[src/rtl/text_slot_sequencer_pkg.sv]
// Shared screen encoding, glyph IDs and per-screen layout for the text overlay.
package text_seq_pkg;

  typedef enum logic [1:0] {
    TITLE = 2'd0,
    MENU  = 2'd1,
    LEVEL = 2'd2,
    BLANK = 2'd3
  } screen_e;

  localparam logic [5:0] ID_BLANK = 6'd63;

  // "PLAY"
  localparam logic [5:0] ID_PLAY_P = 6'd0;
  // "LEVEL" letters occupy 4..8, digits 1..3 occupy 9..11
  localparam logic [5:0] ID_LVL_L  = 6'd4;
  localparam logic [5:0] ID_DIGIT1 = 6'd9;
  // "WHACK-A-MOLE"
  localparam logic [5:0] ID_W      = 6'd12;
  localparam logic [5:0] ID_H      = 6'd13;
  localparam logic [5:0] ID_A      = 6'd14;
  localparam logic [5:0] ID_C      = 6'd15;
  localparam logic [5:0] ID_K      = 6'd16;
  localparam logic [5:0] ID_A2     = 6'd17;
  localparam logic [5:0] ID_DASH   = 6'd18;
  localparam logic [5:0] ID_M      = 6'd19;
  localparam logic [5:0] ID_O      = 6'd20;
  localparam logic [5:0] ID_L      = 6'd21;
  localparam logic [5:0] ID_E      = 6'd22;

  localparam logic [9:0] X0_TITLE  = 10'd32;
  localparam logic [9:0] X0_MENU   = 10'd224;
  localparam logic [9:0] X0_LEVEL  = 10'd152;
  localparam logic [3:0] LEN_TITLE = 4'd12;
  localparam logic [3:0] LEN_MENU  = 4'd4;
  localparam logic [3:0] LEN_LEVEL = 4'd7;

  localparam logic [3:0] DIGIT_COL = 4'd6;

  function automatic logic [9:0] screen_x0(screen_e s);
    unique case (s)
      TITLE:   return X0_TITLE;
      MENU:    return X0_MENU;
      LEVEL:   return X0_LEVEL;
      default: return 10'd0;
    endcase
  endfunction

  // Index of the final slot; BLANK never starts a run so its value is unused.
  function automatic logic [3:0] screen_last(screen_e s);
    unique case (s)
      TITLE:   return LEN_TITLE - 4'd1;
      MENU:    return LEN_MENU - 4'd1;
      LEVEL:   return LEN_LEVEL - 4'd1;
      default: return 4'd0;
    endcase
  endfunction

endpackage

[src/rtl/text_slot_sequencer_if.sv]
// Timing-generator side (master) to sequencer (slave) bundle.
interface text_slot_sequencer_if;
  logic       pix_en;
  logic       frame_start;
  logic [9:0] x;
  logic [8:0] y;
  logic [1:0] screen_sel;
  logic [1:0] level;
  logic [9:0] x_d;
  logic [8:0] y_d;
  logic [5:0] id;
  logic [9:0] xstart;
  logic [8:0] ystart;
  logic [6:0] lwidth;
  logic [6:0] lheight;
  logic       slot_valid;
  logic       blink_on;

  modport master (
    output pix_en, frame_start, x, y, screen_sel, level,
    input  x_d, y_d, id, xstart, ystart, lwidth, lheight, slot_valid, blink_on
  );

  modport slave (
    input  pix_en, frame_start, x, y, screen_sel, level,
    output x_d, y_d, id, xstart, ystart, lwidth, lheight, slot_valid, blink_on
  );
endinterface

[src/rtl/text_slot_sequencer_msg_rom.sv]
// Message table: maps (screen, slot column, level) to a glyph ID; blank marks empty slots.
module msg_rom
  import text_seq_pkg::*;
(
  input  screen_e    screen,
  input  logic [3:0] col,
  input  logic [1:0] level,
  output logic [5:0] id,
  output logic       blank
);

  // Per-screen lookup; anything past the message end is blank.
  always_comb begin
    id    = ID_BLANK;
    blank = 1'b1;
    unique case (screen)
      TITLE: begin
        blank = 1'b0;
        case (col)
          4'd0:    id = ID_W;
          4'd1:    id = ID_H;
          4'd2:    id = ID_A;
          4'd3:    id = ID_C;
          4'd4:    id = ID_K;
          4'd5:    id = ID_DASH;
          4'd6:    id = ID_A2;
          4'd7:    id = ID_DASH;
          4'd8:    id = ID_M;
          4'd9:    id = ID_O;
          4'd10:   id = ID_L;
          4'd11:   id = ID_E;
          default: blank = 1'b1;
        endcase
      end
      MENU: begin
        if (col < LEN_MENU) begin
          id    = ID_PLAY_P + {2'b00, col};
          blank = 1'b0;
        end
      end
      LEVEL: begin
        if (col < 4'd5) begin
          id    = ID_LVL_L + {2'b00, col};
          blank = 1'b0;
        end else if (col == DIGIT_COL) begin
          // level is stored as 1..3 so digit IDs are 9..11
          id    = ID_DIGIT1 + {4'd0, level} - 6'd1;
          blank = 1'b0;
        end
      end
      default: ;
    endcase
    if (blank) id = ID_BLANK;
  end

endmodule

[src/rtl/text_slot_sequencer.sv]
// Per-pixel character-slot sequencer: walks the active message's slots along the text row
// and presents glyph ID / origin / size one pix_en strobe after the pixel coordinates.
module text_slot_sequencer
  import text_seq_pkg::*;
#(
  parameter int unsigned CHAR_W = 40,
  parameter int unsigned CHAR_H = 60,
  parameter int unsigned PITCH  = 48,
  parameter int unsigned ROW_Y  = 200
) (
  input logic                   clk,
  input logic                   rst_n,
  text_slot_sequencer_if.slave  bus
);

  typedef enum logic {StIdle, StRun} walk_e;

  localparam logic [5:0] PITCH_M1 = 6'(PITCH - 1);
  localparam logic [9:0] PITCH_X  = 10'(PITCH);

  screen_e    screen_q;
  logic [1:0] level_q;
  logic [5:0] frame_cnt_q;

  walk_e      state_q, state_d;
  logic [5:0] px_q, px_d;
  logic [3:0] col_q, col_d;
  logic [9:0] acc_q, acc_d;

  logic       row_hit;
  logic [9:0] x0_cur;
  logic [3:0] last_col;
  logic [5:0] rom_id;
  logic       rom_blank;
  logic       blink_gate;

  assign row_hit  = (32'(bus.y) >= ROW_Y) && (32'(bus.y) < ROW_Y + CHAR_H);
  assign x0_cur   = screen_x0(screen_q);
  assign last_col = screen_last(screen_q);

  // ROM looks up the slot the walker is about to occupy so outputs align with x_d.
  msg_rom u_msg_rom (
    .screen (screen_q),
    .col    (col_d),
    .level  (level_q),
    .id     (rom_id),
    .blank  (rom_blank)
  );

  assign blink_gate = !((screen_q == LEVEL) && (col_d == DIGIT_COL) && !frame_cnt_q[5]);

  assign bus.blink_on = frame_cnt_q[5];
  assign bus.lwidth   = 7'(CHAR_W);
  assign bus.lheight  = 7'(CHAR_H);

  // Frame-level registers: screen/level latch only at frame start so a frame never tears.
  always_ff @(posedge clk or negedge rst_n) begin
    if (!rst_n) begin
      screen_q    <= TITLE;
      level_q     <= 2'd1;
      frame_cnt_q <= 6'd0;
    end else if (bus.pix_en && bus.frame_start) begin
      screen_q    <= screen_e'(bus.screen_sel);
      level_q     <= (bus.level == 2'd0) ? 2'd1 : bus.level;
      frame_cnt_q <= frame_cnt_q + 6'd1;
    end
  end

  // Slot walker next state: start on x0 match inside the row, step slots by pitch.
  always_comb begin
    state_d = state_q;
    px_d    = px_q;
    col_d   = col_q;
    acc_d   = acc_q;
    unique case (state_q)
      StIdle: begin
        if ((screen_q != BLANK) && row_hit && (bus.x == x0_cur)) begin
          state_d = StRun;
          px_d    = 6'd0;
          col_d   = 4'd0;
          acc_d   = x0_cur;
        end
      end
      StRun: begin
        if ((bus.x >= 10'd640) || ((col_q == last_col) && (px_q == PITCH_M1))) begin
          state_d = StIdle;
        end else if (px_q == PITCH_M1) begin
          px_d  = 6'd0;
          col_d = col_q + 4'd1;
          acc_d = acc_q + PITCH_X;
        end else begin
          px_d = px_q + 6'd1;
        end
      end
      default: state_d = StIdle;
    endcase
  end

  // Walker state and all pixel-aligned outputs advance together on pix_en.
  always_ff @(posedge clk or negedge rst_n) begin
    if (!rst_n) begin
      state_q        <= StIdle;
      px_q           <= 6'd0;
      col_q          <= 4'd0;
      acc_q          <= 10'd0;
      bus.x_d        <= 10'd0;
      bus.y_d        <= 9'd0;
      bus.id         <= 6'd0;
      bus.xstart     <= 10'd0;
      bus.ystart     <= 9'd0;
      bus.slot_valid <= 1'b0;
    end else if (bus.pix_en) begin
      state_q        <= state_d;
      px_q           <= px_d;
      col_q          <= col_d;
      acc_q          <= acc_d;
      bus.x_d        <= bus.x;
      bus.y_d        <= bus.y;
      bus.id         <= rom_id;
      bus.xstart     <= acc_d;
      bus.ystart     <= 9'(ROW_Y);
      bus.slot_valid <= (state_d == StRun) && !rom_blank && blink_gate;
    end
  end

endmodule

[src/flat_wrapper.sv]
// flat-port wrapper written by rule: the top's interface ports become plain ports
module text_slot_sequencer_flat import text_seq_pkg::*;
#(
  parameter int unsigned CHAR_W = 40,
  parameter int unsigned CHAR_H = 60,
  parameter int unsigned PITCH  = 48,
  parameter int unsigned ROW_Y  = 200
)
  (clk, rst_n, bus_pix_en, bus_frame_start, bus_x, bus_y, bus_screen_sel, bus_level, bus_x_d, bus_y_d, bus_id, bus_xstart, bus_ystart, bus_lwidth, bus_lheight, bus_slot_valid, bus_blink_on);
  text_slot_sequencer_if bus_i ();
  input logic clk;
  input logic rst_n;
  input wire logic [$bits(bus_i.pix_en)-1:0] bus_pix_en;
  input wire logic [$bits(bus_i.frame_start)-1:0] bus_frame_start;
  input wire logic [$bits(bus_i.x)-1:0] bus_x;
  input wire logic [$bits(bus_i.y)-1:0] bus_y;
  input wire logic [$bits(bus_i.screen_sel)-1:0] bus_screen_sel;
  input wire logic [$bits(bus_i.level)-1:0] bus_level;
  output wire logic [$bits(bus_i.x_d)-1:0] bus_x_d;
  output wire logic [$bits(bus_i.y_d)-1:0] bus_y_d;
  output wire logic [$bits(bus_i.id)-1:0] bus_id;
  output wire logic [$bits(bus_i.xstart)-1:0] bus_xstart;
  output wire logic [$bits(bus_i.ystart)-1:0] bus_ystart;
  output wire logic [$bits(bus_i.lwidth)-1:0] bus_lwidth;
  output wire logic [$bits(bus_i.lheight)-1:0] bus_lheight;
  output wire logic [$bits(bus_i.slot_valid)-1:0] bus_slot_valid;
  output wire logic [$bits(bus_i.blink_on)-1:0] bus_blink_on;
  assign bus_i.pix_en = bus_pix_en;
  assign bus_i.frame_start = bus_frame_start;
  assign bus_i.x = bus_x;
  assign bus_i.y = bus_y;
  assign bus_i.screen_sel = bus_screen_sel;
  assign bus_i.level = bus_level;
  assign bus_x_d = bus_i.x_d;
  assign bus_y_d = bus_i.y_d;
  assign bus_id = bus_i.id;
  assign bus_xstart = bus_i.xstart;
  assign bus_ystart = bus_i.ystart;
  assign bus_lwidth = bus_i.lwidth;
  assign bus_lheight = bus_i.lheight;
  assign bus_slot_valid = bus_i.slot_valid;
  assign bus_blink_on = bus_i.blink_on;
  text_slot_sequencer #(.CHAR_W(CHAR_W), .CHAR_H(CHAR_H), .PITCH(PITCH), .ROW_Y(ROW_Y)) u_core (.clk(clk), .rst_n(rst_n), .bus(bus_i));
endmodule
[config.mk]
export PLATFORM = sky130hd
export DESIGN_NAME = text_slot_sequencer_flat
export DESIGN_NICKNAME = d
export VERILOG_FILES = /design/src/rtl/text_slot_sequencer_pkg.sv /design/src/rtl/text_slot_sequencer_if.sv /design/src/rtl/text_slot_sequencer_msg_rom.sv /design/src/rtl/text_slot_sequencer.sv /design/src/flat_wrapper.sv
export SDC_FILE = /design/constraint.sdc
export NUM_CORES = 1
export LEC_CHECK = 0
export BUFFER_PORTS_ARGS = -buffer_cell sky130_fd_sc_hd__buf_2
export CORE_MARGIN = 2
export CORE_UTILIZATION = 25
export DETAILED_ROUTE_END_ITERATION = 16
export GPL_ROUTABILITY_DRIVEN = 1
export HOLD_SLACK_MARGIN = 0.12
export PLACE_DENSITY = 0.52
export SYNTH_ARGS = -nofsm -noshare
export SYNTH_HDL_FRONTEND = slang
export SYNTH_SLANG_ARGS = --single-unit
[constraint.sdc]
create_clock -name clk -period 6.24 [get_ports clk]
set_input_delay 0.936 -clock clk [delete_from_list [all_inputs] [get_ports clk]]
set_output_delay 0.936 -clock clk [all_outputs]
set_load 0.01 [all_outputs]
==> flow_results.org <==
** Route
- WL final :: 7260 um
- The pre-antenna-repair detailed-routing pass consisted of 4 iterations.
- Post-detailed-route count of antenna-violating nets :: 0
- Avg WL per Cell :: 13.4 um
- Total number of vias :: 2410
- For this block, the initial DRC count from the detailed router was 103.
- After detailed routing, the number of remaining DRC violations is 0.
- After detailed routing, the number of vias per cell comes to 4.46.

** Placed design
- During placement, the flow inserted port buffers numbering 63.
- The congestion estimate from routability-driven global placement came to 0.843.
- HPWL after detailed placement :: 5500 um

** Worst setup path
- CP max stage delay :: 0.49 ns
- Logic depth of the worst path, buffers included :: 15
- The setup check on the worst reg-to-reg path leaves a slack of 1.71 ns.
- Worst setup startpoint :: u_core.screen_q[0]
- The worst setup path is captured at a flip-flop.
- CP top delay family :: compound AO/OA/AOI/OAI gates
- R2r worst-path depth :: 15
- Data arrival time of the critical path :: 4.67 ns
- STA classifies the critical path startpoint as a flip-flop.
- In this run the critical register-to-register path is launched from u_core.screen_q[0].
- On the critical path, the stage with the largest delay is an instance of sky130_fd_sc_hd__or3_1.
- The worst setup path is of the flip-flop to flip-flop kind.
- STA puts the critical path data required time at 6.38 ns.
- Worst path buffer plus inverter count :: 2
- Critical path cell sequence :: inv_1 > ha_1 > or3_1 > a2111oi_4 > nand4_1 > o221ai_1 > and2_1 > ha_1 > inv_1 > nor4_1 > a311o_2 > nand2_1 > o21a_1 > a221oi_2 > a31oi_1
- Along the worst path, the maximum fanout reaches 13.

** Cells and area
- The number of antenna diodes in the final layout is 0.
- Synthesis-to-finish area growth :: 16.4%
- Share of post-route cells with drive strength above 1 :: 0.299
- The final layout contains 409 nets.

** Timing
- Top achievable clock speed :: 221 MHz
- Final number of hold-violating endpoints :: 0
- The worst path in the final design needs a cycle of 4.53 ns, including I/O delays and setup.
- Relative max-transition margin :: 0.531
- Max-slew violation count :: 0
- At the pin with the least slew margin, the transition time is 0.704 ns.
- RSZ-0062 raised after global routing :: no
- After routing, the total negative slack on setup checks comes to 0 ns.
- Hold timing on the final database bottoms out at a slack of 0.484 ns.
- Setup violations remaining at the end of the flow were counted as 0.
- Of the available clock period, the critical path in the final layout requires 0.726.
- Clock skew :: 0.00289 ns

** Clock network
- Maximum clock path buffer count :: 2
- Level count of the clock H-tree :: 2
- Total CTS buffers :: 5
- Post-cts sizing count :: 0
- Once the clock tree was built, the setup fixing pass inserted 0 buffers.
- Clock latency on the worst-skew pair :: 0.29 ns
- The tree built by TritonCTS fans out to 55 sinks.
- TritonCTS built the clock tree.
- Worst-path clk slew :: 0.07 ns
- In this run the clock root is driven by a sky130_fd_sc_hd__clkbuf_16.
- The number of hold buffers added after CTS was 0.

** Power and ir drop
- In this run the static leakage power is 1.61 nW.
- Power per unit of standard cell area :: 320 nW/um2
- Maximum VDD drop :: 0.150 mV
- Power comes to 1.20 mW.

** Logic synthesis
- The synthesized design contains 0 enable-type register cells.
- Share of synthesized flip-flops with an asynchronous set or reset :: 1.00
- After synthesis the cells add up to 3210 um2.
- The Yosys step of the flow raised 0 warnings.
- In this run, synthesis produced a sequential element count of 55.
- In the synthesized netlist, the number of instances is 311.
- Mean cell area of the mapped netlist :: 10.3 um2
- Of the synthesized area, sequential elements account for 0.429.
- Prevailing post-synth register cell :: sky130_fd_sc_hd__dfrtp_1
- In the synthesized netlist, the cells that appear most often are sky130_fd_sc_hd__dfrtp_1 (54), sky130_fd_sc_hd__buf_4 (25), sky130_fd_sc_hd__nand2_1 (23).
- Ranked by total cell area, the synthesized netlist is headed by sky130_fd_sc_hd__dfrtp_1 (42%), sky130_fd_sc_hd__mux2_2 (7.4%), sky130_fd_sc_hd__buf_4 (5.8%), sky130_fd_sc_hd__ha_1 (5.8%), sky130_fd_sc_hd__nand2_1 (2.7%).
- Fraction of synthesized cell area taken by the top area cell type :: 0.421
- sky130_fd_sc_hd__dfrtp_1 takes more of the synthesized area than any other cell.
- Dominant cell by count in the synthesized netlist :: sky130_fd_sc_hd__dfrtp_1
- The number of different library cells used by synthesis comes to 55.

** Min path
- The min-delay analysis places its worst path in the category flip-flop to flip-flop.
- Worst hold path startpoint :: u_core.frame_cnt_q[4]
- Counting instances, the worst hold path has a depth of 1.

** Floorplan
- Total core area :: 12600 um2
- Starting utilization of the core area :: 0.256
- Die extent in x :: 117 um
- Vertical die dimension :: 117 um
- Boundary pin count :: 87
- After floorplanning, the core was divided into 41 placement rows.
- Total die area :: 13800 um2

** Status
- The run finished with clean final reports.

** Global route
- Overflow left after global routing :: 0
- Across every metal layer, demand over resource in global routing totals 0.110.
- Number of antenna violations at the first check in global routing :: 0
- Global-route wire length before repair :: 12500 um
- Entering global routing, the biggest net connects 56 pins.
- The number of global-route vias before repair came to 2457.

** Run
- Across the run, the number of max-cap violations was 0.
[through the flow]
step	area [um2]	setup WS, ns	util	cells
6_report	3740	1.71	0.298	540
3_3_place_gp	3600	1.54	0.287	532
5_1_grt	3740	1.39	0.298	540
3_5_place_dp	3600	1.50	0.287	532
4_1_cts	3740	1.74	0.298	540
2_1_floorplan	3290	2.22	-	332
[state kept, by name, indices dropped and copies added (netlist names)]
register	flops
u_core.acc_q	7
u_core.bus.id	6
u_core.bus.slot_valid	1
u_core.bus.x_d	10
u_core.bus.y_d	9
u_core.bus.ystart	1
u_core.col_q	4
u_core.frame_cnt_q	6
u_core.level_q	2
u_core.px_q	6
u_core.screen_q	2
u_core.state_q	1
[layout make-up]
class / count / area [um2]
Fill cell: 1345 / 8830
Multi-Input combinational cell: 227 / 1630
Sequential cell: 55 / 1380
Timing Repair Buffer: 65 / 330
Tap cell: 172 / 215
Clock buffer: 7 / 133
Inverter: 13 / 48.8
Clock inverter: 1 / 5.00
[cells by family after synthesis]
| group | count (synthesis) | share of synthesized area |
|---|---|---|
| buf+inv | 50 | 0.0884 |
| xor+xnor | 18 | 0.0491 |
| other cells | 2 | 0.00234 |
| simple gates | 83 | 0.129 |
| mux | 24 | 0.0829 |
| compound gates | 64 | 0.162 |
| flops | 55 | 0.429 |
| fa+ha+maj | 15 | 0.0584 |
[path summary, 6_finish.rpt]
check / endpoint
setup / recovery: u_core.bus.id[1]
hold / removal: u_core.frame_cnt_q[4]
setup reg to reg: u_core.bus.id[1]
hold reg to reg: u_core.frame_cnt_q[4]
max in group asynchronous: u_core.bus.id[4]
min in group asynchronous: u_core.acc_q[8]
[cells in the final DEF, fill, tap and decap left out, types with 3 or more instances in the layout]
cell	synthesis	final
sky130_fd_sc_hd__clkbuf_16	0	5
sky130_fd_sc_hd__or2_2	3	3
sky130_fd_sc_hd__and2_1	4	4
sky130_fd_sc_hd__xor2_1	9	9
sky130_fd_sc_hd__dfrtp_1	54	54
sky130_fd_sc_hd__inv_1	12	12
sky130_fd_sc_hd__o31ai_1	3	3
sky130_fd_sc_hd__xnor2_1	9	9
sky130_fd_sc_hd__a21oi_1	15	15
sky130_fd_sc_hd__nand4_1	8	8
sky130_fd_sc_hd__o21ai_0	9	9
sky130_fd_sc_hd__buf_2	2	63
sky130_fd_sc_hd__or3_1	5	5
sky130_fd_sc_hd__nor3_1	5	5
sky130_fd_sc_hd__nand3_1	6	6
sky130_fd_sc_hd__nor2_1	21	21
sky130_fd_sc_hd__nand2_1	23	23
sky130_fd_sc_hd__mux2i_1	3	3
sky130_fd_sc_hd__a31oi_1	4	4
sky130_fd_sc_hd__a41oi_1	4	4
sky130_fd_sc_hd__conb_1	2	23
sky130_fd_sc_hd__o21a_1	3	3
sky130_fd_sc_hd__mux2_2	21	21
sky130_fd_sc_hd__ha_1	15	15
[where the power goes]
part / internal, mW / switching [mW] / total [mW]
logic: 0.176 / 0.228 / 0.404
clock network: 0.149 / 0.121 / 0.270
registers: 0.437 / 0.0842 / 0.522
total: 0.762 / 0.434 / 1.20
[routing by layer]
metal  global-route usage  vias to the layer above  share of wire
li1                     -                     1168              -
met1                0.158                     1168           0.50
met2                0.168                       72           0.45
met3               0.0287                        2          0.047
met4               0.0166                        0        0.00055
met5                    0                        -              0
(Power assumes the default switching activity.)
